### src/rtl/parallel_mac_collector.sv
// Lane-parallel signed MAC collector: accumulates N products over M steps, then drains one lane per handshake.
// Optional MAC_COLLECTOR_RELU_EN clamps negative results to zero at the output only.
module parallel_mac_collector #(
  parameter int Width = 8,
  parameter int N     = 4,
  parameter int M     = 3,
  localparam int SCW  = $clog2(M + 1),
  localparam int LW   = (N > 1) ? $clog2(N) : 1,
  localparam int AccW = 2 * Width + $clog2(M + 1)
) (
  input  logic                 clk,
  input  logic                 rst_n,
  input  logic                 start,
  input  logic                 in_valid,
  input  logic [N*Width-1:0]   a_vec,
  input  logic [N*Width-1:0]   b_vec,
  output logic [SCW-1:0]       step_cnt,
  output logic                 busy,
  output logic                 out_valid,
  input  logic                 out_ready,
  output logic [LW-1:0]        out_lane,
  output logic [AccW-1:0]      out_data,
  output logic                 done
);

  typedef enum logic [1:0] {IDLE, ACCUM, DRAIN} state_t;

  state_t                 state_reg;
  logic signed [AccW-1:0] acc_reg [N];
  logic signed [AccW-1:0] sel_acc;
  logic                   clear_acc;
  logic                   step_en;

  assign clear_acc = (state_reg == IDLE) && start;
  assign step_en   = (state_reg == ACCUM) && in_valid;

  genvar gi;
  generate
    for (gi = 0; gi < N; gi++) begin : g_lane
      logic signed [Width-1:0]   a_lane;
      logic signed [Width-1:0]   b_lane;
      logic signed [2*Width-1:0] prod;

      assign a_lane = a_vec[gi*Width +: Width];
      assign b_lane = b_vec[gi*Width +: Width];
      assign prod   = a_lane * b_lane;

      // Headroom bits above the product width cover M additions without wrap.
      always_ff @(posedge clk or negedge rst_n) begin
        if (!rst_n) begin
          acc_reg[gi] <= '0;
        end else if (clear_acc) begin
          acc_reg[gi] <= '0;
        end else if (step_en) begin
          acc_reg[gi] <= acc_reg[gi] + {{(AccW-2*Width){prod[2*Width-1]}}, prod};
        end
      end
    end
  endgenerate

  assign sel_acc = acc_reg[out_lane];

`ifdef MAC_COLLECTOR_RELU_EN
  assign out_data = sel_acc[AccW-1] ? '0 : sel_acc;
`else
  assign out_data = sel_acc;
`endif

  always_ff @(posedge clk or negedge rst_n) begin
    if (!rst_n) begin
      state_reg <= IDLE;
      step_cnt  <= '0;
      out_lane  <= '0;
      out_valid <= 1'b0;
      done      <= 1'b0;
      busy      <= 1'b0;
    end else begin
      done <= 1'b0;
      case (state_reg)
        IDLE: begin
          if (start) begin
            state_reg <= ACCUM;
            step_cnt  <= '0;
            busy      <= 1'b1;
          end
        end
        ACCUM: begin
          if (in_valid) begin
            step_cnt <= step_cnt + 1'b1;
            if (step_cnt == SCW'(M - 1)) begin
              state_reg <= DRAIN;
              out_lane  <= '0;
              out_valid <= 1'b1;
            end
          end
        end
        DRAIN: begin
          if (out_ready) begin
            if (out_lane == LW'(N - 1)) begin
              state_reg <= IDLE;
              out_lane  <= '0;
              out_valid <= 1'b0;
              done      <= 1'b1;
              busy      <= 1'b0;
            end else begin
              out_lane <= out_lane + 1'b1;
            end
          end
        end
        default: state_reg <= IDLE;
      endcase
    end
  end

endmodule
### config.mk
export PLATFORM = sky130hd
export DESIGN_NAME = parallel_mac_collector
export DESIGN_NICKNAME = d
export VERILOG_FILES = /design/src/rtl/parallel_mac_collector.sv
export SDC_FILE = /design/constraint.sdc
export NUM_CORES = 1
export LEC_CHECK = 0
export ABC_AREA = 0
export CORE_AREA = 8 8 209 211
export CTS_CLUSTER_DIAMETER = 120
export DETAILED_ROUTE_END_ITERATION = 8
export DIE_AREA = 0 0 217 219
export PLACE_DENSITY = 0.7
export SLEW_MARGIN = 15
export SYNTH_ARGS = -nofsm -noshare
export SYNTH_HDL_FRONTEND = slang
export SYNTH_SLANG_ARGS = --single-unit
### constraint.sdc
create_clock -name clk -period 2.9 [get_ports clk]
set_input_delay 0.725 -clock clk [delete_from_list [all_inputs] [get_ports clk]]
set_output_delay 0.725 -clock clk [all_outputs]
set_load 0.005 [all_outputs]
==> flow_summary.toml <==
[sta]
post-route-worst-setup-slack_ps = -3040
timing.final.hold_violations = 0
final_min_period_over_clock_period = 2.05
fmaxAchievable_ghz = 0.168
slew_violations = 0
timing.slew.headroom = 0.312
setup_repair_after_global_routing_missed_its_margin = "yes"
worst_pin_slew_ps = 1030
timing.clock.skew_ps = 9.96
fin_tns_setup_ps = -113480
setup_viol = 56
layout_min_cycle_time_ps = 5940

[yosys]
synthAdderAreaFrac = 0.419
synthDominantAreaCellType = "sky130_fd_sc_hd__fa_1"
yosysSeqAreaShare = 0.125
dominantRegCellSynth = "sky130_fd_sc_hd__dfrtp_1"
synth_xor_xnor_area_share = 0.0601
synth_enable_flop_cells = 0
netlist_instances = 1833
total_standard_cell_area_after_synthesis_um2 = 16300
synth_commonest_cells = "sky130_fd_sc_hd__inv_1, sky130_fd_sc_hd__fa_1, sky130_fd_sc_hd__ha_1, sky130_fd_sc_hd__and2_1, sky130_fd_sc_hd__nand2_1"
share_of_synthesized_flip_flops_with_an_asynchronous_set_or_reset = 1.00
fraction_of_the_mapped_netlist_area_in_compound_gates = 0.120
main_combinational_cell_family_by_area_after_synthesis = "adder cells"
synth_mux_area_frac = 0.0255
synth_register_bits = 81
netlist.area_leader.share = 0.276
yosys.cell_count.top_type = "sky130_fd_sc_hd__inv_1"
synth.top_cells.by_area = "sky130_fd_sc_hd__fa_1, sky130_fd_sc_hd__ha_1, sky130_fd_sc_hd__dfrtp_1, sky130_fd_sc_hd__inv_1, sky130_fd_sc_hd__and2_1"
yosysWarnings = 0
syn-num-nets = 2312
synthesis.area_per_instance_um2 = 8.88
yosys.area_share.simple = 0.159
netlist-cell-type-count = 62

[final_layout]
area.growth.synth_to_final_pct = 51.1
layout.nets = 2852
share_of_post_route_cells_with_drive_strength_above_1 = 0.422
filler_cell_count = 3090
antennaDiodeCount = 0
largest_register_ff_count = 72

[die]
floorplan.initialDensity = 0.403
die_y_um = 219
core_area_um2 = 40400
fp.dieArea_um2 = 47500
pin_count = 94
die_x_um = 217
cell_row_count = 74

[job]
number_of_maximum_capacitance_constraint_violations = 0

[route]
antenna_violating_nets_post_route = 0
wl_per_cell_um = 17.4
drc = 0
first_drt_iteration_drcs = 791
vias_per_cell = 5.19
via_count = 15100
wirelength_um = 50500
firstDrtPassIters = 7

[clock_tree]
cts.sinks = 81
worst_skew_pair.late_latency_ps = 360
cts_buffers = 9
cts_hold_buffers = 0
tritoncts = "yes"
ctsLongestPathBuffers = 2
clk_pin_slew_worst_paths_ps = 70
htree_levels = 3
cts-root-buf = "sky130_fd_sc_hd__clkbuf_16"

[global_routing]
globalRouteTotalUtil = 0.204
antenna_found_initial = 0
grt.overflow.total = 0
grt_pass1_vias = 16400
grt_pass1_wl_um = 80000
grt_start_max_net_pins = 45

[critical_path]
critical_path_fanouts_max = 4
critical_path.endpoint_type = "flop"
worst-endpoint-required_ps = 3150
worst_setup_path_start_kind = "input pin"
setup.worst_path.class = "in -> reg"
cp.arrival_ps = 6190

[placed_design]
routabilityCongestion = 0.891
port_buffers = 93
dp.final_hpwl_um = 36700

[hold_path]
timing.hold.worst.class = "in -> async"

[run_status]
failing_checks = "setup timing"
run_status = "finished with violations"
-- per-layer routing --
layer / vias to the layer above / global-route usage / routed length (um)
li1: 6965 / - / -
met1: 7587 / 0.244 / 19800
met2: 400 / 0.374 / 26500
met3: 148 / 0.0348 / 2350
met4: 0 / 0.0559 / 1840
met5: - / 0 / 0
-- kinds of logic (layout without fill, tap and decap cells) --
group	count (synthesis)	count (layout)
buffers and inverters	399	944
and+or+nand+nor	513	513
xor gates and xnor gates	110	110
DFF	81	81
AOI/OAI and AO/OA	301	301
adders and majority gates	410	410
muxes	19	19
-- placed cells by master (no fill, tap or decap), types with 9 or more instances in the layout --
cell	synthesis	final
sky130_fd_sc_hd__buf_2	0	21
sky130_fd_sc_hd__a211oi_1	18	9
sky130_fd_sc_hd__a21oi_2	1	36
sky130_fd_sc_hd__nand3_1	19	11
sky130_fd_sc_hd__nor2_1	86	66
sky130_fd_sc_hd__a21oi_4	0	15
sky130_fd_sc_hd__and2_4	0	63
sky130_fd_sc_hd__clkbuf_16	0	9
sky130_fd_sc_hd__o21ai_0	86	23
sky130_fd_sc_hd__o21bai_1	19	13
sky130_fd_sc_hd__a21oi_1	81	31
sky130_fd_sc_hd__ha_4	0	73
sky130_fd_sc_hd__fa_1	224	212
sky130_fd_sc_hd__mux4_2	18	18
sky130_fd_sc_hd__o21ai_1	13	54
sky130_fd_sc_hd__buf_4	0	351
sky130_fd_sc_hd__or3_1	18	17
sky130_fd_sc_hd__o21ai_2	1	17
sky130_fd_sc_hd__ha_1	186	104
sky130_fd_sc_hd__nor3_1	21	17
sky130_fd_sc_hd__nor2b_1	13	9
sky130_fd_sc_hd__a21o_1	20	20
sky130_fd_sc_hd__and2_1	168	105
sky130_fd_sc_hd__dfrtp_1	81	81
sky130_fd_sc_hd__clkdlybuf4s50_1	0	28
sky130_fd_sc_hd__inv_1	378	318
sky130_fd_sc_hd__xor2_1	27	23
sky130_fd_sc_hd__nand2_2	0	18
sky130_fd_sc_hd__nand2b_1	14	9
sky130_fd_sc_hd__nand2_1	148	127
sky130_fd_sc_hd__ha_2	0	9
sky130_fd_sc_hd__xnor2_1	81	55
sky130_fd_sc_hd__inv_2	0	54
sky130_fd_sc_hd__buf_6	0	138
sky130_fd_sc_hd__nor2_4	0	13
sky130_fd_sc_hd__fa_2	0	12
sky130_fd_sc_hd__xnor2_2	2	25
-- timing repair --
action	CTS	global route
pin swaps	292	204
buffers inserted	73	40
setup endpoints to repair	64	60
resized for setup	654	191
-- worst max-delay path, cell delays in order --
cell	delay (ps)
sky130_fd_sc_hd__buf_4	130
sky130_fd_sc_hd__buf_6	130
sky130_fd_sc_hd__and2_1	170
sky130_fd_sc_hd__ha_4	250
sky130_fd_sc_hd__fa_1	510
sky130_fd_sc_hd__inv_1	60
sky130_fd_sc_hd__fa_1	510
sky130_fd_sc_hd__fa_1	540
sky130_fd_sc_hd__inv_2	50
sky130_fd_sc_hd__ha_4	170
sky130_fd_sc_hd__a211oi_2	240
sky130_fd_sc_hd__nor2_2	90
sky130_fd_sc_hd__buf_4	150
sky130_fd_sc_hd__nor2_1	120
sky130_fd_sc_hd__nor2_1	60
sky130_fd_sc_hd__nor2_1	140
sky130_fd_sc_hd__xnor2_1	150
sky130_fd_sc_hd__ha_1	310
sky130_fd_sc_hd__a21oi_2	210
sky130_fd_sc_hd__a21oi_4	90
sky130_fd_sc_hd__a211oi_4	210
sky130_fd_sc_hd__nand2b_1	80
sky130_fd_sc_hd__o211ai_1	360
sky130_fd_sc_hd__a2111oi_4	140
sky130_fd_sc_hd__or3_1	330
sky130_fd_sc_hd__a32o_1	260
-- area by class of cell --
cell class	count	area [um2]	share of cell area
tap	532	666	0.0271
clock buffer	11	243	0.00987
timing repair buffer	550	4730	0.192
clock inverter	5	85.1	0.00346
inverter	378	1430	0.0583
sequential	81	2030	0.0824
multi-input combinational	1353	15400	0.627
-- final timing paths --
path,startpoint,end,slack (ps),cells past startpoint
max in group asynchronous,rst_n,acc_reg[37],1880,2
setup reg to reg,acc_reg[0],acc_reg[16],-100,12
hold / removal,rst_n,step_cnt[0],360,1
hold reg to reg,out_valid,out_valid,480,2
min in group clk,out_valid,out_valid,480,2
setup / recovery,a_vec[30],acc_reg[16],-3040,26
-- metrics by stage --
stage / utilization / hold WS (ps) / std cells / setup WS (ps) / cell area [um2]
2_1_floorplan: - / 429 / 1833 / -2820 / 16900
6_report: 0.609 / 363 / 2910 / -3040 / 24600
3_5_place_dp: 0.527 / 476 / 2809 / -3670 / 21300
3_3_place_gp: 0.527 / 465 / 2809 / -3580 / 21300
5_1_grt: 0.609 / 422 / 2910 / -3260 / 24600
4_1_cts: 0.585 / 386 / 2888 / -2790 / 23600
Power is left out: the tool's default activity adds up to more than one toggle a clock period on the data nets, which glitch-free logic cannot reach.
